File: src/rtl/router_out_drain.sv
// Read-side controller for one router output port: pulls a packet from the port
// FIFO and re-emits it byte-by-byte on a valid/ready stream with sop/eop framing.
module router_out_drain #(
  parameter logic [1:0] PORT_ID   = 2'b00,
  parameter int         PKT_CNT_W = 16
) (
  input  logic                 clock,
  input  logic                 resetn,
  input  logic                 vld_out,
  input  logic                 soft_reset,
  input  logic [7:0]           fifo_data,
  output logic                 read_enb,
  output logic [7:0]           m_data,
  output logic                 m_valid,
  input  logic                 m_ready,
  output logic                 m_sop,
  output logic                 m_eop,
  output logic                 pkt_done,
  output logic                 parity_err,
  output logic                 addr_err,
  output logic                 pkt_abort,
  output logic [PKT_CNT_W-1:0] pkt_count,
  output logic                 busy
);

  localparam logic [1:0] IDLE    = 2'd0;
  localparam logic [1:0] CAPTURE = 2'd1;
  localparam logic [1:0] SEND    = 2'd2;
  localparam logic [1:0] WAIT    = 2'd3;

  logic [1:0] state;
  logic       first;
  logic [6:0] remaining;
  logic [7:0] acc;
  logic       fifo_ok, kill, accept;

  assign fifo_ok = vld_out & ~soft_reset;
  assign kill    = soft_reset & (state != IDLE);
  assign accept  = (state == SEND) & m_valid & m_ready;

  always_comb begin
    read_enb = 1'b0;
    case (state)
      IDLE:    read_enb = fifo_ok;
      SEND:    read_enb = m_ready & (remaining != 7'd0) & fifo_ok;
      WAIT:    read_enb = fifo_ok;
      default: read_enb = 1'b0;
    endcase
    // keep the FIFO untouched while the block is held in reset
    if (!resetn) read_enb = 1'b0;
  end

  assign busy       = (state != IDLE);
  assign pkt_abort  = kill;
  assign addr_err   = (state == CAPTURE) & first & (fifo_data[1:0] != PORT_ID) & ~soft_reset;
  assign pkt_done   = accept & (remaining == 7'd0) & ~soft_reset;
  assign parity_err = pkt_done & (acc != 8'd0);

  always_ff @(posedge clock or negedge resetn) begin
    if (!resetn) begin
      state     <= IDLE;
      first     <= 1'b0;
      remaining <= 7'd0;
      acc       <= 8'd0;
      m_data    <= 8'd0;
      m_valid   <= 1'b0;
      m_sop     <= 1'b0;
      m_eop     <= 1'b0;
      pkt_count <= '0;
    end else if (kill) begin
      // abort drops the held byte whether or not it was accepted
      state   <= IDLE;
      m_valid <= 1'b0;
      m_sop   <= 1'b0;
      m_eop   <= 1'b0;
    end else begin
      case (state)
        IDLE: begin
          if (read_enb) begin
            state <= CAPTURE;
            first <= 1'b1;
          end
        end
        CAPTURE: begin
          m_data  <= fifo_data;
          m_valid <= 1'b1;
          state   <= SEND;
          first   <= 1'b0;
          if (first) begin
            remaining <= {1'b0, fifo_data[7:2]} + 7'd1;
            acc       <= fifo_data;
            m_sop     <= 1'b1;
            m_eop     <= 1'b0;
          end else begin
            remaining <= remaining - 7'd1;
            acc       <= acc ^ fifo_data;
            m_sop     <= 1'b0;
            m_eop     <= (remaining == 7'd1);
          end
        end
        SEND: begin
          if (accept) begin
            m_valid <= 1'b0;
            m_sop   <= 1'b0;
            m_eop   <= 1'b0;
            if (remaining != 7'd0) begin
              state <= read_enb ? CAPTURE : WAIT;
            end else begin
              state <= IDLE;
              if (acc == 8'd0) pkt_count <= pkt_count + {{(PKT_CNT_W-1){1'b0}}, 1'b1};
            end
          end
        end
        WAIT: begin
          if (read_enb) state <= CAPTURE;
        end
        default: state <= IDLE;
      endcase
    end
  end

endmodule

File: config.mk
export PLATFORM = sky130hd
export DESIGN_NAME = router_out_drain
export DESIGN_NICKNAME = d
export VERILOG_FILES = /design/src/rtl/router_out_drain.sv
export SDC_FILE = /design/constraint.sdc
export NUM_CORES = 1
export LEC_CHECK = 0
export BUFFER_PORTS_ARGS = -buffer_cell sky130_fd_sc_hd__buf_2
export CORE_MARGIN = 2
export CORE_UTILIZATION = 30
export DETAILED_ROUTE_END_ITERATION = 6
export HOLD_SLACK_MARGIN = 0.12
export SLEW_MARGIN = 20
export SYNTH_ARGS = -nofsm -noshare
export SYNTH_HDL_FRONTEND = slang
export SYNTH_SLANG_ARGS = --single-unit
File: constraint.sdc
create_clock -name clock -period 2.78 [get_ports clock]
set_clock_uncertainty 0.2 [all_clocks]
set_input_delay 0.834 -clock clock [delete_from_list [all_inputs] [get_ports clock]]
set_output_delay 0.834 -clock clock [all_outputs]
set_load 0.01 [all_outputs]
==> After elaboration in Yosys (flattened, before gate mapping) <==
Cells that the tools add are included.
W data, S select, Z words.
{ "totals": {"register_bits": 45, "wordCells": 71} }
{ "classes": {"bitwise": 16, "reduce_logical": 15, "mux": 21, "n_eq_ne": 7, "addsub": 3} }
{ "op_table": {"columns": ["cell", "n"], "rows": [
  ["$add A16 B1 Y16 const B", 1],
  ["$and A1 B1 Y1", 12],
  ["$mux W2", 5],
  ["$pmux W1 S2", 5],
  ["$logic_not A8 Y1", 1],
  ["$mux W1", 8],
  ["$mux W8", 1],
  ["$reduce_bool A8 Y1", 1],
  ["$xor A8 B8 Y8", 1],
  ["$add A6 B1 Y7 const B", 1],
  ["$eq A7 B1 Y1 const B", 1],
  ["$logic_not A7 Y1", 1],
  ["$mux W7", 1],
  ["$reduce_bool A7 Y1", 1],
  ["$sub A7 B1 Y7 const B", 1],
  ["$pmux W2 S3", 1],
  ["$reduce_and A2 Y1", 3],
  ["$reduce_bool A2 Y1", 3],
  ["$reduce_and A5 Y1", 1],
  ["$eq A2 B2 Y1 const B", 2],
  ["$ne A3 B1 Y1 const B", 1],
  ["$ne A3 B3 Y1 const B", 1],
  ["$not A1 Y1", 3],
  ["$reduce_and A3 Y1", 1],
  ["other kinds (5)", 5]
]} }

==> Depth between registers and ports, before layout <==
Gate-level depths: netlist of run 1.
{ "depth": {"ltp_word": 10, "ltp_mapped": 8, "depth_no_buf": 7} }

==> Worst setup path before layout of run 1 <==
Ideal clock, no wire load.
{ "synth_path": {"path_kind": "in2out", "start": "input port m_ready", "end": "output port parity_err", "t_arrival_ns": 1.712, "stages": 4, "slack_ns": 0.034, "cell_sequence": "nand3_2 > nand3b_2 > nor2_1 > and2_1"} }
{ "synth_between": {"elab_chain_len": 4} }
{ "synth_rtl": {"columns": ["item", "line_no", "rtl"], "rows": [
  ["start, declared", "15", "input logic m_ready,"],
  ["$and A1 B1 Y1", "39", "assign accept = (state == SEND) & m_valid & m_ready;"],
  ["$and A1 B1 Y1 (2 in a row)", "56", "assign pkt_done = accept & (remaining == 7'd0) & ~soft_reset;"],
  ["net pkt_done", "18", "output logic pkt_done,"],
  ["$and A1 B1 Y1", "57", "assign parity_err = pkt_done & (acc != 8'd0);"],
  ["end, declared", "19", "output logic parity_err,"]
]} }
The timed path passes the listed nets, and every way through them passes these cells.

==> Worst setup path after layout of run 1 <==
{ "layout_path": {"start": "register remaining[4]", "end": "output port read_enb"} }
{ "layout_between": {"elab_chain_len": 5} }
{ "layout_rtl": {"columns": ["item", "line_no", "rtl"], "rows": [
  ["start, declared", "33", "logic [6:0] remaining;"],
  ["start signal, assigned", "90", "remaining <= {1'b0, fifo_data[7:2]} + 7'd1;"],
  ["start signal, assigned", "95", "remaining <= remaining - 7'd1;"],
  ["$reduce_bool A7 Y1", "45", "SEND: read_enb = m_ready & (remaining != 7'd0) & fifo_ok;"],
  ["$and A1 B1 Y1 (2 in a row)", "45", null],
  ["$pmux W1 S2", "43", "case (state)"],
  ["$mux W1", "50", "if (!resetn) read_enb = 1'b0;"],
  ["end, declared", "12", "output logic read_enb,"]
]} }
Every way passes these cells.

==> results_dict.tcl, run 1 <==
set metrics [dict create \
    yosys_warnings 0 \
    fin_nets 341 \
    cts_root_buf "clkbuf_8" \
    routed_wirelength_mm 5.97 \
    wl_per_cell_um 14.1 \
    layout_common_cells "45 x buf_2, 43 x dfrtp_1, 34 x nand2_1, 20 x nor2_1, 17 x buf_4" \
    slew_viol_final 0 \
    grt_antenna_before_repair 0 \
    clkTransAtPathRegs_ns 0.09 \
    p_sw_uw 970 \
    synth-seq-area-share 0.463 \
    r2r_slack_ns 0.57 \
    avgSynthCellArea_um2 9.36 \
    numPortBuffers 45 \
    final_common_cell "buf_2" \
    cts_buffers 5 \
    numClockSinks 45 \
    powerDensity_mw_per_mm2 782 \
    p_leak_uw 0.00146 \
    grt_pass1_wl_mm 9.89 \
    area_growth_pct 25.2 \
    drt_iter0_drc 80 \
    synthArstFlopShare 1.00 \
    ir_drop_mv 0.297 \
    grt_max_degree 46 \
    hpwl_mm 4.30 \
    worst_slew_pin_slew_ns 0.579 \
    hold_violations 0 \
    clock.fmax_mhz 366 \
    dp_cells 410 \
    p_sw_frac 0.407 \
    power_uw 2380 \
    path_class "reg -> out" \
    route.vias.total 2188 \
    relSlewSlack 0.614 \
    drtAntennaViolNets 0 \
    core_area_mm2 0.00781 \
    worstPathRequired_ns 1.75 \
    gp_congestion 0.818 \
    initial_utilization 0.312 \
    rsz0062_at_grt "yes" \
    cap_viol_max_count 0 \
    grt_pass1_vias 2038 \
    fillCellCount 775 \
    path_max_fanout 4 \
    critical_path_arrival_ns 1.70 \
    diodes 0 \
    syn-instance-count 260 \
    overflow 0 \
    start_kind "flip-flop" \
    ys_ff_latch 45 \
    firstDrtPassIters 4 \
    die_w_um 94.1 \
    drc 0 \
    synth_area_mm2 0.00243 \
    final_layout_size_suffix_gt1_frac 0.289 \
    p_int_uw 1410 \
    synth_edf_count 0 \
    ys.flop_type "dfrtp_1" \
    fp.dieArea_mm2 0.00885 \
    finalCritPeriodShare 0.984 \
    finalCriticalPeriod_ns 2.74 \
    seqPwrFrac 0.404 \
    cts_tree "built" \
    clk_latency_ns 0.31 \
    viasPerCell 5.16 \
    min_path_type "reg -> reg" \
    pin_count 46 \
    rows 32 \
    end_kind "output pin" \
    grt_usage 0.141 \
    setup_viol 0 \
    clockPowerShare 0.177 \
    setup_tns_ns 0 \
    clock_path_buffers 2 \
    ys_types 44 \
    status "completed" \
    instances_no_fill 424 \
    die_h_um 94.1 \
    cts-htree-levels 2 \
    comb_power_share 0.419 \
    syn_nets 280 \
]
-- power by group through the flow --
| stage | Clock [uW] | Sequential, uW | Combinational [uW] |
|---|---|---|---|
| after floorplan | 0 | 957 | 565 |
| after global placement | 0 | 950 | 872 |
| after detailed placement | 0 | 956 | 887 |
| after CTS | 439 | 958 | 906 |
| after global routing | 471 | 987 | 1130 |
| final | 423 | 962 | 998 |
-- repair_timing --
item	in CTS	in global routing
buffers inserted	0	6
hold endpoints to repair	0	0
pin swaps	1	5
hold buffers	0	0
endpoints found under the setup margin	2	2
resized for setup	4	12
-- worst max-delay path: stages, from the launching register on --
cell     delay [ns]
dfrtp_2        0.45
nor4_4         0.41
nand2_2        0.14
a31oi_4        0.20
nor2_1         0.06
buf_2          0.14
-- cells by family (layout without fill, tap and decap cells) --
logic type | after synthesis | count (layout) | share of synthesized area
flip-flops | 45 | 45 | 0.463
AND/OR/NAND/NOR | 123 | 123 | 0.278
multiplexers | 1 | 1 | 0.00463
adder cells (fa/ha/maj) | 7 | 7 | 0.0360
buffers and inverters | 16 | 78 | 0.0252
XOR/XNOR | 19 | 19 | 0.0684
AO/OA/AOI/OAI | 49 | 49 | 0.125
-- path summary, 6_finish.rpt --
check | from | to | depth (start not counted)
max in group asynchronous | resetn | remaining[4] | 2
hold reg to reg | m_data[2] | m_data[2] | 2
hold / removal | m_data[2] | m_data[2] | 2
setup / recovery | remaining[4] | read_enb | 5
min in group asynchronous | resetn | pkt_count[11] | 2
setup reg to reg | state[0] | pkt_count[10] | 7
-- Yosys cell counts, types with 2 or more instances --
master    count  share of area
a211oi_1      2         0.0062
a21oi_1      16          0.033
a22o_1        2         0.0072
a22oi_1       2         0.0062
a311oi_1      6          0.022
and2_1        5          0.013
and3_1        3         0.0077
clkbuf_1      6         0.0093
dfrtp_1      45           0.46
ha_1          7          0.036
inv_1         7          0.011
nand2_1      36          0.056
nand2b_1      3         0.0077
nand3_1       9          0.019
nand4_1      11          0.028
nor2_1       21          0.032
nor2b_1       2         0.0051
nor3_1        9          0.019
nor3b_1       6          0.019
nor4_1        5          0.013
nor4_2        3          0.015
o21ai_0      14          0.029
o31ai_1       2         0.0062
xnor2_1       5          0.018
xor2_1       14          0.050
-- metal layers --
layer | part of all wire | track usage
met5 | 0 | 0
met4 | 0.0099 | 0.0435
met3 | 0.045 | 0.0313
met2 | 0.48 | 0.227
met1 | 0.47 | 0.188
-- sequential cells by signal (all words and copies together) (netlist names) --
name,count
pkt_count,16
acc,8
m_data,8
remaining,7
state,2
first,1
m_eop,1
m_sop,1
m_valid,1
-- layout make-up --
class / instances / area, um2 / area share
repair buffers: 62 / 353 / 0.116
multi-input cells: 199 / 1320 / 0.432
well taps: 102 / 128 / 0.0419
clock buffers: 5 / 68.8 / 0.0226
flip-flops and latches: 45 / 1130 / 0.370
inverters: 8 / 30.0 / 0.00985
clock inverters: 3 / 22.5 / 0.00739
-- metrics by stage --
stage / hold slack [ns] / area, um2 / utilization / setup slack [ns]
finish: 0.280 / 3050 / 0.390 / 0.0444
global route: 0.313 / 3050 / 0.390 / -0.0280
CTS: 0.283 / 2950 / 0.378 / 0.0169
detailed placement: 0.261 / 2840 / 0.363 / 0.138
global placement: 0.255 / 2840 / 0.363 / 0.137
floorplan: 0.294 / 2430 / - / 0.0339
Note: power is estimated with default switching activity, not from simulation.
==> run 2: changes to the inputs <==
- CORE_UTILIZATION: 30 -> 45
- PLACE_DENSITY: unset -> 0.67
==> run 2 against run 1 <==
  * Hold slack got worse by 0.011 ns
  * Critical path depth increased by 2
  * Final cell count decreased by 8.3%
  * Critical path type unchanged
  * Critical endpoint is now parity_err
  * Highest routed layer unchanged
==> results_dict.tcl, run 2 (synthesis results as in run 1) <==
set metrics [dict create \
    route.vias.total 2131 \
    grt_usage 0.199 \
    core_area_mm2 0.00517 \
    viasPerCell 5.48 \
    routed_wirelength_mm 5.58 \
    cts_buffers 5 \
    drc 0 \
    clkTransAtPathRegs_ns 0.09 \
    finalCriticalPeriod_ns 2.70 \
    cap_viol_max_count 0 \
    worstPathRequired_ns 1.75 \
    setup_viol 0 \
    wl_per_cell_um 14.3 \
    clock.fmax_mhz 370 \
    grt_max_degree 46 \
    area_growth_pct 21.0 \
    p_sw_uw 913 \
    fin_nets 338 \
    grt_pass1_vias 2034 \
    p_leak_uw 0.00144 \
    highest_layer "met4" \
    pin_count 46 \
    powerDensity_mw_per_mm2 782 \
    rows 26 \
    hold_depth 1 \
    overflow 0 \
    diodes 0 \
    cts_root_buf "clkbuf_8" \
    fp.dieArea_mm2 0.00601 \
    met3_length_um 196 \
    clk_latency_ns 0.30 \
    p_int_uw 1390 \
    place_ws_ns 0.0928 \
    numPortBuffers 45 \
    finalCritPeriodShare 0.971 \
    ctsHoldBuffers 0 \
    drtAntennaViolNets 0 \
    layout_common_cells "45 x dfrtp_1, 45 x buf_2, 36 x nand2_1, 20 x nor2_1, 16 x a21oi_1" \
    largestRegisters "pkt_count: 16 flops, acc: 8 flops, m_data: 8 flops" \
    wl_met2_mm 2.76 \
    grt_antenna_before_repair 0 \
    critical_path_arrival_ns 1.67 \
    numClockSinks 45 \
    final_layout_size_suffix_gt1_frac 0.260 \
    grt_pass1_wl_mm 9.58 \
    comb_power_share 0.410 \
    power_uw 2300 \
    gp_congestion 0.852 \
    clock_path_buffers 2 \
    crit_chain "inv_1 > ha_1 > nand3_2 > nand3b_2 > nor2_2 > and2_1 > buf_2" \
    path_class "reg -> out" \
    ir_drop_mv 0.453 \
    die_w_um 77.5 \
    initial_utilization 0.470 \
    crit_cells 7 \
    largest-register "pkt_count" \
    fin_hold_ws_ns 0.268 \
    slowest_delay_ns 0.40 \
    hpwl_mm 4.08 \
    p_sw_frac 0.396 \
    cts-htree-levels 2 \
    crit_family "simple AND/OR/NAND/NOR gates" \
    path_max_fanout 2 \
    min_path_type "reg -> reg" \
    seqPwrFrac 0.413 \
    status "completed" \
    slew_viol_final 0 \
    cp_num_buf_inv 2 \
    start_kind "flip-flop" \
    cts_tree "built" \
    relSlewSlack 0.613 \
    ff2ff_path_depth 7 \
    largest_reg_flops 16 \
    instances_no_fill 389 \
    setup_slack_ns 0.0804 \
    firstDrtPassIters 4 \
    wl_met1_mm 2.57 \
    end_kind "output pin" \
    clockPowerShare 0.177 \
    die_h_um 77.5 \
    dp_cells 380 \
    worst_slew_pin_slew_ns 0.581 \
    hold_violations 0 \
    crit_slowest_cell "dfrtp_1" \
    drt_iter0_drc 113 \
]
run 2: cell types whose count changed in the layout (fill, tap and decap cells not counted), moves of 2 or more:
cell     delta
nand2_2     -2
dfrtp_2     -2
dfrtp_1     +2
nand2_1     +2
buf_4       -3
run 2: power by group through the flow:
stage                     registers, uW  clock network (uW)  logic, uW
final                               951                 409        945
after global routing                974                 447       1070
after CTS                           948                 423        905
after detailed placement            958                   0        894
after global placement              948                   0        876
after floorplan                     957                   0        565
run 2: final timing paths:
path                                    start  slack, ns             to
worst max-delay path                 state[0]       0.08     parity_err
worst min-delay path            pkt_count[15]       0.27  pkt_count[15]
worst max register to register       state[0]       0.55  pkt_count[12]
worst min register to register  pkt_count[15]       0.27  pkt_count[15]
max in group asynchronous              resetn       1.51   pkt_count[4]
min in group asynchronous              resetn       0.48   pkt_count[7]
run 2: final cells by class:
| class | instances | area [um2] |
|---|---|---|
| clock buffer | 6 | 72.6 |
| fill | 481 | 2230 |
| timing repair buffer | 59 | 330 |
| multi-input combinational | 199 | 1280 |
| inverter | 8 | 30.0 |
| clock inverter | 2 | 15.0 |
| sequential | 45 | 1130 |
| tap | 70 | 87.6 |
run 2: through the flow:
stage,setup TNS (ns),utilization,area [um2]
after floorplan,0,-,2430
after global routing,-0.00846,0.569,2950
after detailed placement,0,0.544,2810
after CTS,0,0.562,2910
after global placement,0,0.544,2810
final,0,0.569,2950
run 2: per-layer routing:
layer / global-route usage / vias up
li1: - / 1040
met1: 0.262 / 1046
met2: 0.336 / 39
met3: 0.0267 / 6
met4: 0.0696 / 0
met5: 0 / -
run 2: worst reg2reg max path, stage by stage, from the launching register on:
cell and delay (ns):
dfrtp_1 0.40, inv_1 0.09, ha_1 0.21, nand2b_2 0.21, inv_2 0.13, or3_4 0.42, nor4_1 0.32, xor2_1 0.18
run 2: what timing repair did:
action | 4_1_cts | 5_1_grt
buffers inserted | 0 | 1
pin swaps | 0 | 1
gates resized for setup | 2 | 5
endpoints found under the setup margin | 2 | 2
